File: src/rtl/text_raster_scanner_pkg.sv
// Shared constants and state encoding for the character-cell raster scanner.
package text_raster_scanner_pkg;
    localparam int CHAR_W = 6;
    localparam int CHAR_H = 8;

    typedef enum logic [2:0] {
        ST_IDLE  = 3'd0,
        ST_FETCH = 3'd1,
        ST_LOAD  = 3'd2,
        ST_SHIFT = 3'd3,
        ST_DONE  = 3'd4
    } state_t;
endpackage

File: src/rtl/text_raster_scanner_if.sv
// Line-control strobes, text-buffer and font-ROM ports, and pixel output of the scanner.
interface text_raster_scanner_if #(
    parameter int COLS = 40,
    parameter int ROWS = 30,
    parameter int AW   = $clog2(COLS * ROWS)
);
    import text_raster_scanner_pkg::*;

    // The scanner has no back-pressure: i_pix_en is a strobe that consumes one pixel
    // per asserted cycle, and o_pixel_valid qualifies o_pixel on the following cycle.
    logic              i_frame_start;
    logic              i_line_start;
    logic              i_pix_en;
    logic [AW-1:0]     o_char_addr;
    logic [CHAR_W-1:0] i_char_data;
    logic [CHAR_W-1:0] o_font_char;
    logic [2:0]        o_font_row;
    logic [CHAR_W-1:0] i_font_raster;
    logic              o_pixel;
    logic              o_pixel_valid;
    logic              o_line_done;

    modport master (
        output i_frame_start, i_line_start, i_pix_en, i_char_data, i_font_raster,
        input  o_char_addr, o_font_char, o_font_row, o_pixel, o_pixel_valid, o_line_done
    );

    modport slave (
        input  i_frame_start, i_line_start, i_pix_en, i_char_data, i_font_raster,
        output o_char_addr, o_font_char, o_font_row, o_pixel, o_pixel_valid, o_line_done
    );
endinterface

File: src/rtl/text_raster_scanner_raster_shifter.sv
// Pixel shift register for the current cell plus a hold register for the next cell's raster.
module text_raster_scanner_raster_shifter
    import text_raster_scanner_pkg::*;
(
    input  logic              i_clk,
    input  logic              i_rst_n,
    input  logic              i_load,
    input  logic              i_hold_load,
    input  logic              i_shift,
    input  logic              i_xfer,
    input  logic [CHAR_W-1:0] i_raster,
    output logic              o_msb
);
    logic [CHAR_W-1:0] shift_q, shift_d;
    logic [CHAR_W-1:0] hold_q, hold_d;

    always_comb begin
        shift_d = shift_q;
        hold_d  = hold_q;
        if (i_load) begin
            shift_d = i_raster;
        end else if (i_xfer) begin
            shift_d = hold_q;
        end else if (i_shift) begin
            shift_d = {shift_q[CHAR_W-2:0], 1'b0};
        end
        if (i_hold_load) begin
            hold_d = i_raster;
        end
    end

    always_ff @(posedge i_clk or negedge i_rst_n) begin
        if (!i_rst_n) begin
            shift_q <= '0;
            hold_q  <= '0;
        end else begin
            shift_q <= shift_d;
            hold_q  <= hold_d;
        end
    end

    assign o_msb = shift_q[CHAR_W-1];
endmodule

File: src/rtl/text_raster_scanner.sv
// Text-mode scan-line renderer: fetches characters, looks up font rows, and streams
// pixels MSB-first with the next cell's raster prefetched so cells join without gaps.
module text_raster_scanner
    import text_raster_scanner_pkg::*;
#(
    parameter int COLS = 40,
    parameter int ROWS = 30
) (
    input  logic                  i_clk,
    input  logic                  i_rst_n,
    text_raster_scanner_if.slave  bus,
    output state_t                o_dbg_state
);
    localparam int AW    = $clog2(COLS * ROWS);
    localparam int LINES = ROWS * CHAR_H;
    localparam int LW    = $clog2(LINES + 1);
    localparam int CW    = $clog2(COLS);
    localparam int PW    = $clog2(CHAR_W);

    state_t            state_q, state_d;
    logic [LW-1:0]     line_q, line_d;
    logic [CW-1:0]     col_q, col_d;
    logic [PW-1:0]     pix_cnt_q, pix_cnt_d;
    logic [AW-1:0]     addr_q, addr_d;
    logic              pf_issue_q, pf_issue_d;
    logic              rd_pend_q, rd_pend_d;
    logic [CHAR_W-1:0] font_char_q, font_char_d;
    logic              pixel_q, pixel_d;
    logic              pixel_valid_q, pixel_valid_d;
    logic              line_done_q, line_done_d;

    logic sh_load, sh_hold, sh_shift, sh_xfer, sh_msb;

    function automatic logic [AW-1:0] cell_addr(input logic [LW-1:0] line, input logic [CW-1:0] col);
        logic [AW-1:0] row;
        row = AW'(line >> $clog2(CHAR_H));
        return AW'(row * AW'(COLS) + AW'(col));
    endfunction

    always_comb begin
        state_d       = state_q;
        line_d        = line_q;
        col_d         = col_q;
        pix_cnt_d     = pix_cnt_q;
        addr_d        = addr_q;
        pf_issue_d    = 1'b0;
        rd_pend_d     = 1'b0;
        font_char_d   = rd_pend_q ? bus.i_char_data : font_char_q;
        pixel_d       = 1'b0;
        pixel_valid_d = 1'b0;
        line_done_d   = 1'b0;
        sh_load       = 1'b0;
        sh_hold       = 1'b0;
        sh_shift      = 1'b0;
        sh_xfer       = 1'b0;

        if (bus.i_frame_start) begin
            line_d    = '0;
            col_d     = '0;
            pix_cnt_d = '0;
            if (bus.i_line_start) begin
                state_d = ST_FETCH;
                addr_d  = cell_addr('0, '0);
            end else begin
                state_d = ST_IDLE;
            end
        end else if (bus.i_line_start) begin
            if (state_q == ST_IDLE) begin
                if (line_q < LW'(LINES)) begin
                    state_d   = ST_FETCH;
                    col_d     = '0;
                    pix_cnt_d = '0;
                    addr_d    = cell_addr(line_q, '0);
                end
            end else begin
                // Abort: skip to the next line without signalling completion.
                line_d    = line_q + 1'b1;
                col_d     = '0;
                pix_cnt_d = '0;
                if (line_q < LW'(LINES - 1)) begin
                    state_d = ST_FETCH;
                    addr_d  = cell_addr(line_q + 1'b1, '0);
                end else begin
                    state_d = ST_IDLE;
                end
            end
        end else begin
            case (state_q)
                ST_FETCH: begin
                    state_d   = ST_LOAD;
                    rd_pend_d = 1'b1;
                end
                ST_LOAD: begin
                    sh_load = 1'b1;
                    state_d = ST_SHIFT;
                    if (col_q != CW'(COLS - 1)) begin
                        addr_d     = cell_addr(line_q, col_q + 1'b1);
                        pf_issue_d = 1'b1;
                    end
                end
                ST_SHIFT: begin
                    rd_pend_d = pf_issue_q;
                    sh_hold   = rd_pend_q;
                    if (bus.i_pix_en) begin
                        pixel_d       = sh_msb;
                        pixel_valid_d = 1'b1;
                        if (pix_cnt_q == PW'(CHAR_W - 1)) begin
                            pix_cnt_d = '0;
                            if (col_q == CW'(COLS - 1)) begin
                                state_d = ST_DONE;
                            end else begin
                                sh_xfer = 1'b1;
                                col_d   = col_q + 1'b1;
                                if (col_q != CW'(COLS - 2)) begin
                                    addr_d     = cell_addr(line_q, col_q + CW'(2));
                                    pf_issue_d = 1'b1;
                                end
                            end
                        end else begin
                            sh_shift  = 1'b1;
                            pix_cnt_d = pix_cnt_q + 1'b1;
                        end
                    end
                end
                ST_DONE: begin
                    line_done_d = 1'b1;
                    line_d      = line_q + 1'b1;
                    col_d       = '0;
                    state_d     = ST_IDLE;
                end
                default: begin
                    state_d = state_q;
                end
            endcase
        end
    end

    always_ff @(posedge i_clk or negedge i_rst_n) begin
        if (!i_rst_n) begin
            state_q       <= ST_IDLE;
            line_q        <= '0;
            col_q         <= '0;
            pix_cnt_q     <= '0;
            addr_q        <= '0;
            pf_issue_q    <= 1'b0;
            rd_pend_q     <= 1'b0;
            font_char_q   <= '0;
            pixel_q       <= 1'b0;
            pixel_valid_q <= 1'b0;
            line_done_q   <= 1'b0;
        end else begin
            state_q       <= state_d;
            line_q        <= line_d;
            col_q         <= col_d;
            pix_cnt_q     <= pix_cnt_d;
            addr_q        <= addr_d;
            pf_issue_q    <= pf_issue_d;
            rd_pend_q     <= rd_pend_d;
            font_char_q   <= font_char_d;
            pixel_q       <= pixel_d;
            pixel_valid_q <= pixel_valid_d;
            line_done_q   <= line_done_d;
        end
    end

    text_raster_scanner_raster_shifter u_shifter (
        .i_clk       (i_clk),
        .i_rst_n     (i_rst_n),
        .i_load      (sh_load),
        .i_hold_load (sh_hold),
        .i_shift     (sh_shift),
        .i_xfer      (sh_xfer),
        .i_raster    (bus.i_font_raster),
        .o_msb       (sh_msb)
    );

    // While a read is returning, the font ROM is addressed straight from the RAM data.
    assign bus.o_font_char   = rd_pend_q ? bus.i_char_data : font_char_q;
    assign bus.o_font_row    = line_q[2:0];
    assign bus.o_char_addr   = addr_q;
    assign bus.o_pixel       = pixel_q;
    assign bus.o_pixel_valid = pixel_valid_q;
    assign bus.o_line_done   = line_done_q;
    assign o_dbg_state       = state_q;
endmodule
File: src/flat_wrapper.sv
// flat-port wrapper written by rule: the top's interface ports become plain ports
module text_raster_scanner_flat import text_raster_scanner_pkg::*;
#(
    parameter int COLS = 40,
    parameter int ROWS = 30
)
  (i_clk, i_rst_n, o_dbg_state, bus_i_frame_start, bus_i_line_start, bus_i_pix_en, bus_i_char_data, bus_i_font_raster, bus_o_char_addr, bus_o_font_char, bus_o_font_row, bus_o_pixel, bus_o_pixel_valid, bus_o_line_done);
  text_raster_scanner_if #(.COLS(COLS), .ROWS(ROWS)) bus_i ();
  input  logic i_clk;
  input  logic i_rst_n;
  output state_t o_dbg_state;
  input wire logic [$bits(bus_i.i_frame_start)-1:0] bus_i_frame_start;
  input wire logic [$bits(bus_i.i_line_start)-1:0] bus_i_line_start;
  input wire logic [$bits(bus_i.i_pix_en)-1:0] bus_i_pix_en;
  input wire logic [$bits(bus_i.i_char_data)-1:0] bus_i_char_data;
  input wire logic [$bits(bus_i.i_font_raster)-1:0] bus_i_font_raster;
  output wire logic [$bits(bus_i.o_char_addr)-1:0] bus_o_char_addr;
  output wire logic [$bits(bus_i.o_font_char)-1:0] bus_o_font_char;
  output wire logic [$bits(bus_i.o_font_row)-1:0] bus_o_font_row;
  output wire logic [$bits(bus_i.o_pixel)-1:0] bus_o_pixel;
  output wire logic [$bits(bus_i.o_pixel_valid)-1:0] bus_o_pixel_valid;
  output wire logic [$bits(bus_i.o_line_done)-1:0] bus_o_line_done;
  assign bus_i.i_frame_start = bus_i_frame_start;
  assign bus_i.i_line_start = bus_i_line_start;
  assign bus_i.i_pix_en = bus_i_pix_en;
  assign bus_i.i_char_data = bus_i_char_data;
  assign bus_i.i_font_raster = bus_i_font_raster;
  assign bus_o_char_addr = bus_i.o_char_addr;
  assign bus_o_font_char = bus_i.o_font_char;
  assign bus_o_font_row = bus_i.o_font_row;
  assign bus_o_pixel = bus_i.o_pixel;
  assign bus_o_pixel_valid = bus_i.o_pixel_valid;
  assign bus_o_line_done = bus_i.o_line_done;
  text_raster_scanner #(.COLS(COLS), .ROWS(ROWS)) u_core (.i_clk(i_clk), .i_rst_n(i_rst_n), .bus(bus_i), .o_dbg_state(o_dbg_state));
endmodule
File: config.mk
export PLATFORM = sky130hd
export DESIGN_NAME = text_raster_scanner_flat
export DESIGN_NICKNAME = d
export VERILOG_FILES = /design/src/rtl/text_raster_scanner_pkg.sv /design/src/rtl/text_raster_scanner_if.sv /design/src/rtl/text_raster_scanner_raster_shifter.sv /design/src/rtl/text_raster_scanner.sv /design/src/flat_wrapper.sv
export SDC_FILE = /design/constraint.sdc
export NUM_CORES = 1
export LEC_CHECK = 0
export ABC_CLOCK_PERIOD_IN_PS = 3050
export BUFFER_PORTS_ARGS = -buffer_cell sky130_fd_sc_hd__buf_4
export CAP_MARGIN = 5
export CORE_ASPECT_RATIO = 0.8
export CORE_MARGIN = 2
export CORE_UTILIZATION = 41
export CTS_CLUSTER_SIZE = 24
export DETAILED_ROUTE_END_ITERATION = 16
export SLEW_MARGIN = 40
export SYNTH_ARGS = -nofsm -noshare
export SYNTH_HDL_FRONTEND = slang
export SYNTH_HIERARCHICAL = 1
export SYNTH_SLANG_ARGS = --single-unit
File: constraint.sdc
create_clock -name i_clk -period 3.05 [get_ports i_clk]
set_clock_uncertainty 0.2 [all_clocks]
set_input_delay 0.4575 -clock i_clk [delete_from_list [all_inputs] [get_ports i_clk]]
set_output_delay 0.4575 -clock i_clk [all_outputs]
set_load 0.01 [all_outputs]
**Word level (Yosys, flattened, before mapping)**

Cells that the tools add are included.

- Add/sub/neg operators: 6
- Multiply operators: 2
- $lt $le $gt $ge: 2
- Equality and inequality tests: 21
- Muxes and demuxes: 84
- Reduce and logical (&&, ||, !) cells: 13

Operators by type and width:

| cell | number |
|---|---|
| 11-bit two-way mux | 11 |
| 6-bit two-way mux | 11 |
| 3-bit two-way mux | 14 |
| 1-bit two-way mux | 39 |
| 8-bit two-way mux | 4 |
| 11-bit by 6-bit adder with 11-bit output | 2 |
| 11-bit case mux with 2 select lines | 1 |
| 8-bit less-than comparator (second input constant) | 2 |
| 5-bit by 3-bit multiplier with 8-bit output (second input constant) | 2 |
| 3-bit nonzero test | 5 |
| 4-bit != test (second input constant) | 3 |
| 6-bit != test (second input constant) | 2 |
| 3-bit case mux with 4 select lines | 1 |
| 6-bit case mux with 2 select lines | 1 |
| 5-bit AND reduction | 2 |
| 3-bit by 2-bit != test with 1-bit output (second input constant) | 3 |
| 3-bit != test (second input constant) | 3 |
| 9-bit AND reduction | 1 |
| 8-bit by 1-bit adder with 8-bit output (second input constant) | 1 |
| 4-bit by 3-bit != test with 1-bit output (second input constant) | 2 |
| 6-bit by 1-bit adder with 6-bit output (second input constant) | 1 |
| 6-bit by 2-bit adder with 6-bit output (second input constant) | 1 |
| 3-bit by 2-bit equality test with 1-bit output (second input constant) | 2 |
| 3-bit equality test (second input constant) | 2 |
| other kinds (11) | 12 |

- Bits in registers: 54

**Longest topological paths before layout**

Gate-level depths: netlist of run 1.

- Word-level depth: 9
- Mapped depth: 14

**Modules after synthesis**

The synthesis of run 1 kept the hierarchy.

By module, submodules not included:

| module | instances | cells each | area an instance (um2) | seq. area each (um2) |
|---|---|---|---|---|
| text_raster_scanner | 1 | 318 | 3080.5 | 1051.0 |
| text_raster_scanner_raster_shifter | 1 | 46 | 575.6 | 300.3 |

**Worst setup path before layout of run 1**

No wires, ideal clock.

- Kind: register -> register
- Start point: register u_core.state_q[0] (netlist: u_core/o_dbg_state[0])
- End point: register u_core.addr_q[8] (netlist: u_core/bus.o_char_addr[8])
- Setup time: 0.125 ns
- Arrival time: 2.733 ns
- Path slack: -0.008 ns
- Cell stages (with the launch flop): 13
- Buffers on the path: 2
- Cell sequence: dfrtp_1 -> buf_2 -> and3b_1 -> clkbuf_1 -> nand2_1 -> a21oi_1 -> xor2_1 -> ha_1 -> a21o_1 -> a21oi_1 -> nor3_1 -> o31a_1 -> mux2_4

- Word-level cells in the longest chain between the ends: 4
- Elaborated cells between the ends (all ways): 16
- Classes of those cells: eq/ne (9); mux (4); reduce/logical (3)

Ends and longest elaborated chain:

| item | line | RTL |
|---|---|---|
| start, declared | text_raster_scanner.sv:20 | `state_t state_q, state_d;` |
| start signal, assigned | text_raster_scanner.sv:152 | `state_q <= state_d;` |
| 3-bit by 2-bit equality test with 1-bit output or 3-bit zero test (tied branches) | text_raster_scanner.sv:88, text_raster_scanner.sv:68 |  |
| 11-bit case mux with 2 select lines or 11-bit two-way mux (tied branches) | text_raster_scanner.sv:88, text_raster_scanner.sv:68 |  |
| 11-bit two-way mux | text_raster_scanner.sv:67 | `end else if (bus.i_line_start) begin` |
| 11-bit two-way mux | text_raster_scanner.sv:57 | `if (bus.i_frame_start) begin` |
| end signal, assigned | text_raster_scanner.sv:156 | `addr_q <= addr_d;` |
| end, declared | text_raster_scanner.sv:24 | `logic [AW-1:0] addr_q, addr_d;` |

Several ways; a longest one is shown, not always the timed one.
A chain may end at the register's enable or synchronous reset.

**Worst setup path after layout of run 1**

- Start point: register u_core.line_q[1]
- End point: register u_core.addr_q[10] (netlist: u_core/bus.o_char_addr[10])

- Word-level cells in the longest chain between the ends: 6
- Elaborated cells between the ends (all ways): 11
- Classes of those cells: add/sub (1); mul (1); order compare (2); eq/ne (2); mux (4); reduce/logical (1)

Ends and longest elaborated chain:

| item | line | RTL |
|---|---|---|
| start, declared | text_raster_scanner.sv:21 | `logic [LW-1:0] line_q, line_d;` |
| start signal, assigned | text_raster_scanner.sv:153 | `line_q <= line_d;` |
| 8-bit by 1-bit adder with 8-bit output | text_raster_scanner.sv:82 | `addr_d = cell_addr(line_q + 1'b1, '0);` |
| 5-bit by 3-bit multiplier with 8-bit output | text_raster_scanner.sv:37 | `return AW'(row * AW'(COLS) + AW'(col));` |
| 11-bit two-way mux | text_raster_scanner.sv:80 | `if (line_q < LW'(LINES - 1)) begin` |
| 11-bit two-way mux | text_raster_scanner.sv:68 | `if (state_q == ST_IDLE) begin` |
| 11-bit two-way mux | text_raster_scanner.sv:67 |  |
| 11-bit two-way mux | text_raster_scanner.sv:57 |  |

Several ways; a longest one is shown, not always the timed one. The select of a mux whose other input is x is not followed.

==> metrics.yaml, run 1 <==
outcome:
  status: "finished, violations left"
  violations: "hold timing"
yosys:
  muxShareOfSynthArea_pct: 8.83
  synthAdderAreaFrac_pct: 7.80
  synth_top_area_share_pct: 37.0
  syn_inst: 364
  ys_seq_area_share_pct: 37.0
  synth_edf_count: 0
  yosysWarnings: 6
  synth_xor_area_share_pct: 6.26
  synthDistinctLibCells: 66
  yosys.area.top_type: "dfrtp_1"
  synth_compound_area_share_pct: 16.5
  synth_common_cells: "54 x dfrtp_1, 33 x nand2_1, 30 x nor2_1"
  avgSynthCellArea_um2: 10.0
  ys_ff_latch: 54
  synth_nets: 402
  synth_top_family_by_area: "simple AND/OR/NAND/NOR gates"
  synth.area.top_cells: "dfrtp_1 37%, ha_1 6.2%, mux2_2 4.3%, xnor2_1 4.1%, nand2_1 3.4%"
  synth-async-reset-ratio_pct: 100
  synthSimpleGateAreaFrac_pct: 18.8
  yosysMostFrequentCell: "dfrtp_1"
  netlist_area_mm2: 0.00366
  dominantRegCellSynth: "dfrtp_1"
placement:
  pre_cts_slack_ps: 49.8
  io_buffers: 42
  gp_congestion: 0.832
  dp_hpwl_um: 6230
  post-place-cells: 517
timing:
  layout_setup_ws_ps: 128
  post-route-period-util_pct: 95.8
  hold_violations: 22
  period_needed_ps: 2920
  tightest_slew_ps: 698
  slew_violations: 0
  hold_ws_ps: -40.2
  clock.fmax_mhz: 342
  fin_setup_tns_ps: 0
  max-slew-margin-rel_pct: 53.5
  setup_viol: 0
  rsz0062_at_grt: "yes"
critical_path:
  cpMostUsedCell: "ha_1"
  critical_path_class: "reg -> reg"
  cp-start-kind: "flip-flop"
  cpPeakStageDelay_ps: 380
  ff2ff_path_depth: 12
  crit_slowest_cell: "dfrtp_1"
  crit_arrival_ps: 2950
  required_ps: 3070
  end_kind: "flip-flop"
  crit_chain: "ha_1, and3_4, nand3_2, xnor2_2, ha_1, ha_1, inv_1, fa_2, nor2b_1, o21ai_0, o221a_1, o41ai_2"
  critPathMaxFanout: 4
power:
  p_int_mw: 1.15
  vdd_drop_max_v: 0.000213
  pwr-share-clk_pct: 26.2
  combPwrFrac_pct: 22.5
  p_sw_share_pct: 29.8
  power.total_mw: 1.64
  p_leak_nw: 2.01
  p_per_area_mw_per_mm2: 380
  power_switching_mw: 0.488
  seqPwrFrac_pct: 51.3
detailed_routing:
  drt_iter0_drc: 193
  via_count: 2874
  via_per_inst: 5.47
  routed_wl_um: 8500
  drc: 0
  firstDrtPassIters: 4
  avgRoutedWirePerCell_um: 16.2
  detail-route-antenna-nets: 0
floorplan:
  start_util_pct: 42.7
  rows: 30
  die-height_um: 88.5
  die-area_mm2: 0.00969
  num_io_pins: 43
  coreArea_mm2: 0.00856
  die_w_um: 110
final_layout:
  area_delta_synth_final_pct: 18.0
  num-nets-final: 450
  antenna_cells: 0
  drive_above_1_share_pct: 30.3
  fin_cells: 525
clock_tree:
  cts_made_buffers: 5
  root_buffer: "clkbuf_8"
  clkLatencyLatePin_ps: 320
  postCtsSetupBuffers: 0
  clk_pin_slew_ps: 120
  clkSinkCount: 54
  cts_tree: "done"
  cts_resized: 0
  clk_path_buf_depth: 2
  cts_max_level: 2
  cts_hold_buffers: 0
job:
  cap_violations: 0
global_route:
  grt_pass1_vias: 2679
  grt_pass1_wl_um: 13500
  grt_max_degree: 55
  antenna_found_initial: 0
  grt_usage_pct: 17.9
  grt_remaining_overflow: 0
hold_path:
  hold_path.class: "in -> async"
## metal layers
layer	vias to the layer above	GRT usage [%]	part of all wire (%)
met5	-	0	0
met1	1427	27.7	49
met2	66	26.8	45
met4	0	3.11	0.34
li1	1379	-	-
met3	2	2.72	5.9
## cells in the final DEF (no fill, tap or decap), drive strengths merged, types with 5 or more instances in the layout
cell type	netlist	final
and3	5	5
a21oi	11	11
nor3	6	6
buf	12	62
nand2	34	34
dfrtp	54	54
a21o	6	6
nor2b	9	9
nand3	8	8
inv	18	19
mux2i	6	6
clkbuf	9	5
mux2	21	21
ha	18	18
nor2	30	30
a211oi	6	6
or3	6	6
nor3b	6	6
o31ai	7	7
o21ai	18	18
xnor2	17	17
## power groups by stage
| stage | sequential [mW] | combinational, mW | clock (mW) |
|---|---|---|---|
| floorplan | 0.853 | 0.216 | 0 |
| global placement | 0.852 | 0.364 | 0 |
| detailed placement | 0.855 | 0.369 | 0 |
| CTS | 0.841 | 0.370 | 0.438 |
| global route | 0.854 | 0.406 | 0.467 |
| finish | 0.841 | 0.369 | 0.429 |
## worst paths after layout
path | startpoint | to | slack, ps
setup reg to reg | u_core/line_q[1]$_DFFE_PN0P_ | u_core/bus.o_char_addr[10]$_DFFE_PN0P_ | 130
max in group asynchronous | i_rst_n | u_core/line_q[2]$_DFFE_PN0P_ | 2200
setup / recovery | u_core/line_q[1]$_DFFE_PN0P_ | u_core/bus.o_char_addr[10]$_DFFE_PN0P_ | 130
hold reg to reg | u_core/u_shifter/shift_q[5]$_DFFE_PN0P_ | u_core/bus.o_pixel$_DFF_PN0_ | 290
hold / removal | i_rst_n | u_core/line_q[6]$_DFFE_PN0P_ | -40
min in group i_clk | bus_i_font_raster[4] | u_core/u_shifter/hold_q[4]$_DFFE_PN0P_ | 180
## final cells by class
type	instances	area, um^2
Fill cell	809	4250
Clock inverter	3	25.0
Timing Repair Buffer	62	478
Inverter	18	67.6
Sequential cell	54	1350
Multi-Input combinational cell	271	2180
Tap cell	112	140
Clock buffer	5	68.8
## critical path, delay by kind of cell, from the launching register on
| family | cells | cell delay, ps |
|---|---|---|
| DFF | 1 | 380 |
| xor gates and xnor gates | 1 | 170 |
| AOI/OAI and AO/OA | 3 | 630 |
| adders and majority gates | 4 | 970 |
| and+or+nand+nor | 3 | 440 |
| buffers and inverters | 1 | 60 |
## metrics by stage
step | util, % | area [um^2]
after floorplan | - | 3660
after global placement | 48.7 | 4170
after detailed placement | 48.7 | 4170
after CTS | 49.8 | 4260
after global routing | 50.4 | 4310
final | 50.4 | 4310
## flip-flops by register name, summed over array words and instances (netlist names), 3 cells and up
| name | count |
|---|---|
| u_core/u_shifter/shift_q | 6 |
| u_core/bus.o_char_addr | 11 |
| u_core/pix_cnt_q | 3 |
| u_core/font_char_q | 6 |
| u_core/u_shifter/hold_q | 6 |
| u_core/line_q | 8 |
| u_core/o_dbg_state | 3 |
| u_core/col_q | 6 |
## cells by family after synthesis
group,after synthesis
AND/OR/NAND/NOR,123
multiplexers,27
buffers and inverters,39
flip-flops,54
XOR/XNOR,23
adder cells (fa/ha/maj),21
AO/OA/AOI/OAI,77
Note: power is estimated with default switching activity, not from simulation.
==> run 2: changes to the inputs <==
CORE_UTILIZATION = 53   (was 41)
CTS_BUF_LIST = sky130_fd_sc_hd__clkbuf_16   (was default)
GPL_ROUTABILITY_DRIVEN = 0   (was default)
PLACE_DENSITY = 0.76   (was default)
==> run 2 against run 1 <==
Compared with the run above:
- the run still ends with hold timing left
- non-clock buffer count increased by 1
- die area decreased by 22%
- global-route usage increased by 4.7 points
- critical endpoint unchanged
==> metrics.yaml, run 2 (synthesized netlist as in run 1, its figures left out) <==
outcome:
  status: "finished, violations left"
  violations: "hold timing"
final_layout:
  antenna_cells: 0  # unchanged
  drive_above_1_share_pct: 29.8  # -0.48 points
  utilization_pct: 63.8  # +13 points
  final_cell_mix: "63 x buf_4, 53 x dfrtp_1, 33 x nand2_1, 30 x nor2_1, 19 x inv_1"
  final_common_cell: "buf_4"
  fill_cells: 534  # -34%
  num-nets-final: 451  # +0.22%
  area_delta_synth_final_pct: 18.5
  largest_register_ffs: 11  # unchanged
  fin_cells: 500  # -4.8%
power:
  vdd_drop_max_v: 0.000217  # +2.2%
  power_switching_mw: 0.468  # -4.2%
  combPwrFrac_pct: 21.2  # -1.3 points
  pwr-share-clk_pct: 30.7  # +4.5 points
  p_per_area_mw_per_mm2: 404  # +6.2%
  p_sw_share_pct: 26.8  # -3.0 points
  p_int_mw: 1.28  # +11%
  p_leak_nw: 2.04  # +1.7%
  seqPwrFrac_pct: 48.1  # -3.2 points
  power.total_mw: 1.75  # +6.7%
timing:
  period_needed_ps: 2960  # +42.1 ps
  fin_setup_tns_ps: 0  # unchanged
  hold_violations: 1  # -95%
  slew_violations: 0  # unchanged
  max-slew-margin-rel_pct: 54.0  # +0.56 points
  tightest_slew_ps: 689  # -8.34 ps
  setup_viol: 0  # unchanged
  rsz0062_at_grt: "yes"
  hold_ws_ps: -0.0718  # +40.2 ps
  clock.fmax_mhz: 337  # -1.4%
  post-route-period-util_pct: 97.2  # +1.4 points
detailed_routing:
  firstDrtPassIters: 4  # unchanged
  routed_wl_um: 8390  # -1.2%
  via_per_inst: 5.86  # +7.0%
  detail-route-antenna-nets: 0  # unchanged
  via_count: 2928  # +1.9%
  drc: 0  # unchanged
  avgRoutedWirePerCell_um: 16.8  # +3.7%
  drt_iter0_drc: 186  # -3.6%
global_route:
  grt_max_degree: 55  # unchanged
  grt_usage_pct: 22.6  # +4.7 points
  grt_pass1_wl_um: 14000  # +3.4%
  grt_remaining_overflow: 0  # unchanged
  grt_pass1_vias: 2906  # +8.5%
  antenna_found_initial: 0  # unchanged
critical_path:
  crit_arrival_ps: 2950  # about the same
  critical_path_class: "reg -> reg"
  r2r-start: "u_core/line_q[2]$_DFFE_PN0P_"
  end_kind: "flip-flop"
  setup.worst_path.start: "u_core/line_q[2]$_DFFE_PN0P_"
  required_ps: 3030  # -40 ps
  critPathMaxFanout: 6  # +2
  cp-start-kind: "flip-flop"
clock_tree:
  cts_made_buffers: 5  # unchanged
  clkLatencyLatePin_ps: 290  # -30 ps
  cts_hold_buffers: 0  # unchanged
  clk_path_buf_depth: 2  # unchanged
  root_buffer: "clkbuf_16"
  clk_pin_slew_ps: 70  # -50 ps
  clkSinkCount: 54  # unchanged
  cts_tree: "done"
  cts_max_level: 2  # unchanged
floorplan:
  start_util_pct: 53.8  # +11 points
  die-height_um: 78.3  # -12%
  die-area_mm2: 0.00758  # -22%
  coreArea_mm2: 0.00679  # -21%
  die_w_um: 96.9  # -12%
  num_io_pins: 43  # unchanged
  rows: 27  # -10%
placement:
  io_buffers: 42  # unchanged
  post-place-cells: 493  # -4.6%
  dp_hpwl_um: 6050  # -2.8%
hold_path:
  hold_path.class: "in -> async"
job:
  cap_violations: 0  # unchanged
## run 2: per-layer routing
layer | vias up | track usage [%] | part of all wire (%)
li1 | 1383 | - | -
met1 | 1455 | 32.9 | 48
met2 | 82 | 35.3 | 46
met3 | 8 | 4.27 | 4.8
met4 | 0 | 5.63 | 0.81
met5 | - | 0 | 0
## run 2: worst paths after layout
check | endpoint | slack, ps | cells after the start
worst max-delay path | u_core/bus.o_char_addr[10]$_DFFE_PN0P_ | 90 | 11
worst min-delay path | u_core/line_q[5]$_DFFE_PN0P_ | -0.07 | 1
worst max register to register | u_core/bus.o_char_addr[10]$_DFFE_PN0P_ | 90 | 11
worst min register to register | u_core/bus.o_pixel$_DFF_PN0_ | 290 | 1
max in group asynchronous | u_core/line_q[4]$_DFFE_PN0P_ | 2160 | 1
min in group i_clk | u_core/u_shifter/hold_q[3]$_DFFE_PN0P_ | 210 | 2
## run 2: timing repair
| action | 4_1_cts | 5_1_grt |
|---|---|---|
| setup endpoints to repair | 0 | 5 |
| resized for setup | 0 | 14 |
| setup buffers | 0 | 0 |
## run 2: critical path, cell delays in order, from the launching register on
cell,delay (ps)
dfrtp_1,490
and3_4,270
nand3_2,110
xnor2_2,170
ha_1,300
ha_1,160
inv_1,60
fa_2,350
nor2b_1,120
o21ai_0,100
o221a_1,270
o41ai_2,270
## run 2: stage by stage
stage               worst slack [ps]  instance area (um^2)  hold WS (ps)
finish                          86.2                  4330       -0.0718
detailed placement              43.5                  4130           271
floorplan                       61.0                  3660         -38.1
CTS                             16.0                  4270          42.1
global route                   -32.8                  4330          55.6
global placement                 133                  4130           267
## run 2: final cells by class
| type | instances | area [um^2] | area share [%] |
|---|---|---|---|
| clock buffers | 5 | 125 | 2.89 |
| clock inverters | 2 | 11.3 | 0.260 |
| inverters | 18 | 67.6 | 1.56 |
| multi-input cells | 271 | 2200 | 50.7 |
| flip-flops and latches | 54 | 1350 | 31.2 |
| well taps | 87 | 109 | 2.51 |
| repair buffers | 63 | 473 | 10.9 |
## run 2: power groups by stage
stage / Clock [mW] / Sequential [mW] / Combinational, mW
floorplan: 0 / 0.853 / 0.216
global placement: 0 / 0.852 / 0.357
detailed placement: 0 / 0.854 / 0.366
CTS: 0.556 / 0.842 / 0.368
global route: 0.584 / 0.853 / 0.408
finish: 0.537 / 0.841 / 0.371
==> run 3: changes to the inputs <==
RECOVER_POWER = 100   (was default)
==> run 3 against run 2 <==
Compared with the run above:
- the flow now finishes without violations
- clock power about the same
- combinational power shrank 5.7%
- power down 1.4%
- fmax is 0.21% higher
- sequential power about the same
- critical path type unchanged
- largest cell class unchanged
- global-route usage is the same
- wire length decreased by 0.43%
- critical endpoint unchanged
- worst setup slack improved by 6.2 ps
- final area down 1.9%
==> metrics.yaml, run 3 (synthesized netlist as in run 1, its figures left out) <==
detailed_routing:
  firstDrtPassIters: 4  # unchanged
  routed_wl_um: 8360  # -0.43%
  drt_iter0_drc: 212  # +14%
  via_per_inst: 5.89  # +0.65%
  via_count: 2947  # +0.65%
  avgRoutedWirePerCell_um: 16.7  # -0.43%
  detail-route-antenna-nets: 0  # unchanged
  drc: 0  # unchanged
global_route:
  grt_remaining_overflow: 0  # unchanged
  grt_pass1_vias: 2906  # unchanged
  grt_max_degree: 55  # unchanged
  antenna_found_initial: 0  # unchanged
  grt_usage_pct: 22.6  # unchanged
  grt_pass1_wl_um: 14000  # unchanged
timing:
  rsz0062_at_grt: "yes"
  setup_viol: 0  # unchanged
  layout_setup_ws_ps: 92.3  # +6.17 ps
  hold_ws_ps: 209  # +209 ps
  period_needed_ps: 2960  # -6.17 ps
  max-slew-margin-rel_pct: 11.3  # -43 points
  clock.fmax_mhz: 338  # +0.21%
  slew_violations: 0  # unchanged
  tightest_slew_ps: 1330  # +641 ps
  post-route-period-util_pct: 97.0  # -0.20 points
  hold_violations: 0  # -1
placement:
  io_buffers: 42  # unchanged
  dpl_cell_area_mm2: 0.00413  # unchanged
  pre_cts_slack_ps: 43.5  # unchanged
  dp_hpwl_um: 6050  # unchanged
clock_tree:
  cts_tree: "done"
  cts_resized: 0  # unchanged
  clkLatencyLatePin_ps: 290  # about the same
  clk_pin_slew_ps: 70  # about the same
  root_buffer: "clkbuf_16"
  clk_path_buf_depth: 2  # unchanged
  postCtsSetupBuffers: 0  # unchanged
  cts_hold_buffers: 0  # unchanged
  clkSinkCount: 54  # unchanged
  cts_max_level: 2  # unchanged
  cts_made_buffers: 5  # unchanged
final_layout:
  fill_cells: 561  # +5.1%
  final-seq-area_mm2: 0.00135  # unchanged
  final_common_cell: "dfrtp_1"
  multi_input_area_mm2: 0.00219  # -0.29%
  utilization_pct: 62.6  # -1.2 points
  largest_register_ffs: 11  # unchanged
  antenna_cells: 0  # unchanged
  final_cell_mix: "53 x dfrtp_1, 42 x buf_4, 33 x nand2_1, 30 x nor2_1, 20 x clkbuf_1"
  design_area_mm2: 0.00425  # -1.9%
  area_delta_synth_final_pct: 16.3
  num-nets-final: 451  # unchanged
  drive_above_1_share_pct: 23.5  # -6.3 points
critical_path:
  critPathMaxFanout: 6  # unchanged
  crit_arrival_ps: 2940  # about the same
  setup.worst_path.start: "u_core/line_q[2]$_DFFE_PN0P_"
  r2r-start: "u_core/line_q[2]$_DFFE_PN0P_"
  ff2ff_path_depth: 11  # unchanged
  r2r-end: "u_core/bus.o_char_addr[10]$_DFFE_PN0P_"
  worstSetupEndpoint: "u_core/bus.o_char_addr[10]$_DFFE_PN0P_"
  cp-start-kind: "flip-flop"
  end_kind: "flip-flop"
  r2r_slack_ps: 90  # about the same
  critical_path_class: "reg -> reg"
  required_ps: 3030  # about the same
floorplan:
  coreArea_mm2: 0.00679  # unchanged
  num_io_pins: 43  # unchanged
  die_w_um: 96.9  # unchanged
  rows: 27  # unchanged
  die-height_um: 78.3  # unchanged
  start_util_pct: 53.8  # unchanged
  die-area_mm2: 0.00758  # unchanged
job:
  cap_violations: 0  # unchanged
hold_path:
  hold_path.class: "in -> reg"
power:
  p_leak_nw: 1.95  # -4.6%
  power.total_mw: 1.72  # -1.4%
  p_per_area_mw_per_mm2: 406  # +0.52%
  vdd_drop_max_v: 0.000217  # about the same
outcome:
  status: "finished clean"
-- run 3: per-layer routing --
layer / track usage (%) / part of all wire, % / up-vias
met5: 0 / 0 / -
li1: - / - / 1380
met3: 4.27 / 5.4 / 6
met2: 35.3 / 46 / 93
met4: 5.63 / 0.71 / 0
met1: 32.9 / 47 / 1468
-- run 3: cell type report --
| type | count | share of cell area, % |
|---|---|---|
| multi-input combinational | 271 | 51.5 |
| sequential | 54 | 31.8 |
| timing repair buffer | 63 | 9.30 |
| clock buffer | 5 | 2.94 |
| tap | 87 | 2.56 |
| inverter | 18 | 1.59 |
| clock inverter | 2 | 0.265 |
-- run 3: how the worst min path moves through the flow --
| stage | startpoint | endpoint | cells after the start |
|---|---|---|---|
| 4_1_cts | i_rst_n | u_core/bus.o_char_addr[4]$_DFFE_PN0P_ | 1 |
| 2_1_floorplan | i_rst_n | u_core/bus.o_char_addr[0]$_DFFE_PN0P_ | 0 |
| 3_5_place_dp | u_core/u_shifter/shift_q[5]$_DFFE_PN0P_ | u_core/bus.o_pixel$_DFF_PN0_ | 1 |
| 5_1_grt | bus_i_font_raster[3] | u_core/u_shifter/hold_q[3]$_DFFE_PN0P_ | 2 |
| 3_3_place_gp | u_core/u_shifter/shift_q[5]$_DFFE_PN0P_ | u_core/bus.o_pixel$_DFF_PN0_ | 1 |
| 6_report | bus_i_font_raster[3] | u_core/u_shifter/hold_q[3]$_DFFE_PN0P_ | 2 |
-- run 3: report_power, final --
part | switching (mW) | internal (mW)
Clock | 0.237 | 0.297
Sequential | 0.0438 | 0.797
Combinational | 0.183 | 0.166
-- run 3: critical path, cell delays in order (launching register included) --
cell and delay [ps]:
dfrtp_1 490, and3_4 260, nand3_2 110, xnor2_2 170, ha_1 290, ha_1 160
inv_1 60, fa_2 350, nor2b_1 120, o21ai_0 100, o221a_1 270, o41ai_2 280
-- run 3: metrics by stage --
stage	instances	setup TNS, ps
after CTS	500	0
after detailed placement	493	0
after global routing	500	-40.3
after global placement	493	0
after floorplan	364	0
final	500	0
